===== src/rtl/multi_slow_clock.sv =====
// NUM_CH independent programmable clock dividers on clk_in, each producing a
// terminal-count tick strobe, a 50%-duty toggled slow clock and a running flag.
module multi_slow_clock #(
  parameter int unsigned NUM_CH      = 4,
  parameter int unsigned CNT_W       = 26,
  parameter int unsigned DEFAULT_DIV = 12_500_000,
  parameter int unsigned AUTO_RUN    = 1,
  localparam int unsigned CH_W       = (NUM_CH > 1) ? $clog2(NUM_CH) : 1
) (
  input  logic              clk_in,
  input  logic              rst,
  input  logic              cfg_we,
  input  logic [CH_W-1:0]   cfg_ch,
  input  logic [CNT_W-1:0]  cfg_div,
  input  logic              cfg_mode,
  input  logic [NUM_CH-1:0] start,
  input  logic [NUM_CH-1:0] stop,
  output logic [NUM_CH-1:0] tick,
  output logic [NUM_CH-1:0] clk_out,
  output logic [NUM_CH-1:0] busy
);

  localparam logic [CNT_W-1:0] DIV_RST = CNT_W'(DEFAULT_DIV);
  localparam logic             RUN_RST = (AUTO_RUN != 0);

  for (genvar i = 0; i < NUM_CH; i++) begin : g_ch
    logic [CNT_W-1:0] div_q;
    logic [CNT_W-1:0] count_q;
    logic             mode_q;
    logic             run_q;
    logic             tick_q;
    logic             clk_q;
    logic             cfg_hit_c;

    // Out-of-range channel numbers never match any instance, so such writes drop.
    assign cfg_hit_c = cfg_we && (cfg_ch == CH_W'(i));

    // Priority: reset > config write > stop > start > counting.
    always_ff @(posedge clk_in) begin
      if (rst) begin
        div_q   <= DIV_RST;
        count_q <= '0;
        mode_q  <= 1'b0;
        run_q   <= RUN_RST;
        tick_q  <= 1'b0;
        clk_q   <= 1'b0;
      end else if (cfg_hit_c) begin
        div_q   <= cfg_div;
        mode_q  <= cfg_mode;
        count_q <= '0;
        run_q   <= 1'b0;
        tick_q  <= 1'b0;
      end else if (stop[i]) begin
        run_q  <= 1'b0;
        tick_q <= 1'b0;
      end else if (start[i]) begin
        run_q   <= 1'b1;
        count_q <= '0;
        tick_q  <= 1'b0;
      end else if (run_q) begin
        if (count_q == div_q) begin
          count_q <= '0;
          tick_q  <= 1'b1;
          clk_q   <= ~clk_q;
          if (mode_q) begin
            run_q <= 1'b0;
          end
        end else begin
          count_q <= count_q + CNT_W'(1);
          tick_q  <= 1'b0;
        end
      end else begin
        tick_q <= 1'b0;
      end
    end

    assign tick[i]    = tick_q;
    assign clk_out[i] = clk_q;
    assign busy[i]    = run_q;
  end

endmodule


===== config.mk =====
export PLATFORM = sky130hd
export DESIGN_NAME = multi_slow_clock
export DESIGN_NICKNAME = d
export VERILOG_FILES = /design/src/rtl/multi_slow_clock.sv
export SDC_FILE = /design/constraint.sdc
export NUM_CORES = 1
export LEC_CHECK = 0
export CAP_MARGIN = 10
export CORE_MARGIN = 2
export CORE_UTILIZATION = 35
export CTS_CLUSTER_DIAMETER = 100
export DETAILED_ROUTE_END_ITERATION = 8
export PLACE_DENSITY_LB_ADDON = 0.3
export SLEW_MARGIN = 25
export SYNTH_ARGS = -nofsm -noshare
export SYNTH_HDL_FRONTEND = slang
export SYNTH_SLANG_ARGS = --single-unit
export TNS_END_PERCENT = 50

===== constraint.sdc =====
create_clock -name clk_in -period 2.18 [get_ports clk_in]
set_input_delay 0.436 -clock clk_in [delete_from_list [all_inputs] [get_ports clk_in]]
set_output_delay 0.436 -clock clk_in [all_outputs]
set_load 0.02 [all_outputs]

==> results.ini <==
[synthesis]
syn_area_um2=10800
synth_ff_type=dfxtp_1
synth_top_family_by_area=simple AND/OR/NAND/NOR gates
yosysTopAreaCell=dfxtp_1
ys_seq_area_share_pct=41.54
synth.most_common_cell=nand2_1
synth.area.top_cells=dfxtp_1 (42%), nand2_1 (11%), xnor2_1 (11%), a21oi_1 (4.7%), nand3b_1 (3.6%)
postSynthAreaPerCell_um2=8.068
synth-edff-count=0
async_reset_ff_share_pct=0
ys_ff_latch=224
synthAdderAreaFrac_pct=0.4636
ys_types=54
synthesis.nets=1382
synth_compound_area_share_pct=10.33
ys_top_cells_by_count=nand2_1 (314), dfxtp_1 (224), xnor2_1 (133)
synth-simple-area-share_pct=30.78
synth_xor_area_share_pct=12.90
yosys_warnings=0
netlist_instances=1338
synth.top_cell.area_share_pct=41.54
synthMuxAreaShare_pct=0

[timing]
setup_viol=0
fmax_mhz=490.7
timing.hold.ws_ns=0.1636
relSlewSlack_pct=62.35
min_period_over_period_pct=93.48
grt_setup_unrepaired=false
skew_ns=0.01022
min_period_ns=2.038
slew_viol_final=0
setup_ws_ns=0.1422
finalHoldViolations=0
worst_slew_pin_slew_ns=0.5648

[die]
std_cell_rows=64
core-area_um2=30510
die_w_um=179.6
ioPinCount=52
die_y_um=179.6
start_util_pct=35.38
die-area_um2=32270

[final_layout]
layout.cells.non_filler=1863
antenna_cells=0
final_area_um2=13240
nets=1491
drive_gt1_share_pct=12.54
nFillCells=3056
areaGrowthSynthToFinish_pct=22.67

[run]
maxCapViolCount=0

[drt]
vias=9487
route.final.wire_length_mm=29.93
drt_iter0_drc=728
drcViolationCount=0
vias_per_cell=5.092
ant_nets=0
wire_per_inst_um=16.06
firstDrtPassIters=7

[place]
pre_cts_ws_ns=-0.5084
dpl.hpwl_mm=21.81
dp_cells=1815
io_buffer_count=51
gp_congestion=0.8618
placed_area_um2=12280

[global_route]
grt_pass1_wl_mm=47.80
met2_usage_pct=29.59
antenna_found_initial=0
grt_util_met3_pct=3.079
grt_use_total_pct=18.17
grt.overflow.total=0
grt_max_degree=58
grt_pass1_vias=8932
globalRoute.busiestLayer=met2
grt_use_met1_pct=25.02

[critical_path]
path_cells=xnor2_1 -> nand4_1 -> nor4_4 -> buf_4 -> nand2_2 -> or4_1 -> a21oi_1
critical_path_class=flop to flop
crit_slowest_cell=dfxtp_1
worstPathMaxFanout=6
cp_num_buf_inv=1
cp_top_family=simple AND/OR/NAND/NOR gates
cp.required_ns=2.64
cp.arrival_ns=2.50
cp-end-kind=flop
start_kind=flop
max_stage_delay_ns=0.45

[clock_tree]
clkTransAtPathRegs_ns=0.06
cts_tree=yes
htreeDepth=1
clock_latency_ns=0.54
post_cts_buffers=0
cts_sinks=224
postCtsHoldBufs=0
cts_buffers=26
cts_root_buf=clkbuf_16
cts_buffer_depth=3

[power_and_ir_drop]
power_density_nw_per_um2=731.5
vdd_drop_max_mv=0.6206
p_leak_nw=4.663
p_total_mw=9.687

[hold_path]
hp-class=primary input to flop

[outcome]
status=complete, no violations

## state kept, by name, indices dropped and copies added (netlist names)
signal,count
g_ch.mode_q,4
g_ch.run_q,4
g_ch.div_q,104
g_ch.clk_q,4
g_ch.tick_q,4
g_ch.count_q,104
## cell type report
| class | instances | area, um2 | share of cell area [%] |
|---|---|---|---|
| Tap cell | 396 | 495.5 | 3.741 |
| Inverter | 11 | 41.29 | 0.3118 |
| Clock buffer | 36 | 759.5 | 5.735 |
| Timing Repair Buffer | 160 | 1376 | 10.39 |
| Clock inverter | 12 | 171.4 | 1.294 |
| Sequential cell | 224 | 4486 | 33.87 |
| Multi-Input combinational cell | 1024 | 5913 | 44.65 |
## placed cells by master (no fill, tap or decap), types with 11 or more instances in the layout
| cell | instances |
|---|---|
| nand3b_1 | 52 |
| nor2_1 | 90 |
| a31oi_1 | 21 |
| clkdlybuf4s50_1 | 50 |
| nand3_1 | 43 |
| clkbuf_16 | 27 |
| a21oi_1 | 101 |
| nor2b_1 | 19 |
| xor2_1 | 26 |
| nor3_1 | 21 |
| inv_1 | 11 |
| nand4_1 | 41 |
| xnor2_1 | 133 |
| o21ai_0 | 36 |
| dfxtp_1 | 223 |
| buf_4 | 106 |
| nor3b_1 | 16 |
| and4_1 | 11 |
| nand2_1 | 314 |
| and3_1 | 11 |
## routing by layer
| metal | wire length [um] | vias up |
|---|---|---|
| li1 | - | 4769 |
| met1 | 14010 | 4450 |
| met2 | 13730 | 217 |
| met3 | 1511 | 51 |
| met4 | 668 | 0 |
| met5 | 0 | - |
## through the flow
stage	setup TNS, ns	util [%]
6_report	0	43.41
5_1_grt	0	43.41
4_1_cts	0	43.31
3_5_place_dp	-3.943	40.26
3_3_place_gp	-2.680	40.26
2_1_floorplan	0	-
## report_power, final
group          internal (mW)  leakage [nW]  switching (mW)
Combinational          0.319          2.39           0.396
Clock                   2.91         0.456            1.79
Sequential              4.19          1.82          0.0844
Total                   7.42          4.66            2.27
## cell families after synthesis
kind of cell    Yosys count
fa+ha+maj                 4
flops                   224
simple gates            668
xor+xnor                159
buf+inv                  90
compound gates          193
## path summary, 6_finish.rpt
check                startpoint          endpoint  slack (ns)  depth (start not counted)
max          g_ch[2].count_q[8]     g_ch[2].clk_q        0.14                          7
min                         rst  g_ch[0].div_q[6]        0.16                          2
min reg2reg      g_ch[2].mode_q    g_ch[2].mode_q        0.46                          2
max reg2reg  g_ch[2].count_q[8]     g_ch[2].clk_q        0.14                          7
## timing repair
item / 4_1_cts / 5_1_grt
resized for setup: 0 / 5
endpoints found under the hold margin: 0 / 0
setup endpoints to repair: 0 / 43
No activity file was read; power rests on OpenSTA's default activity.
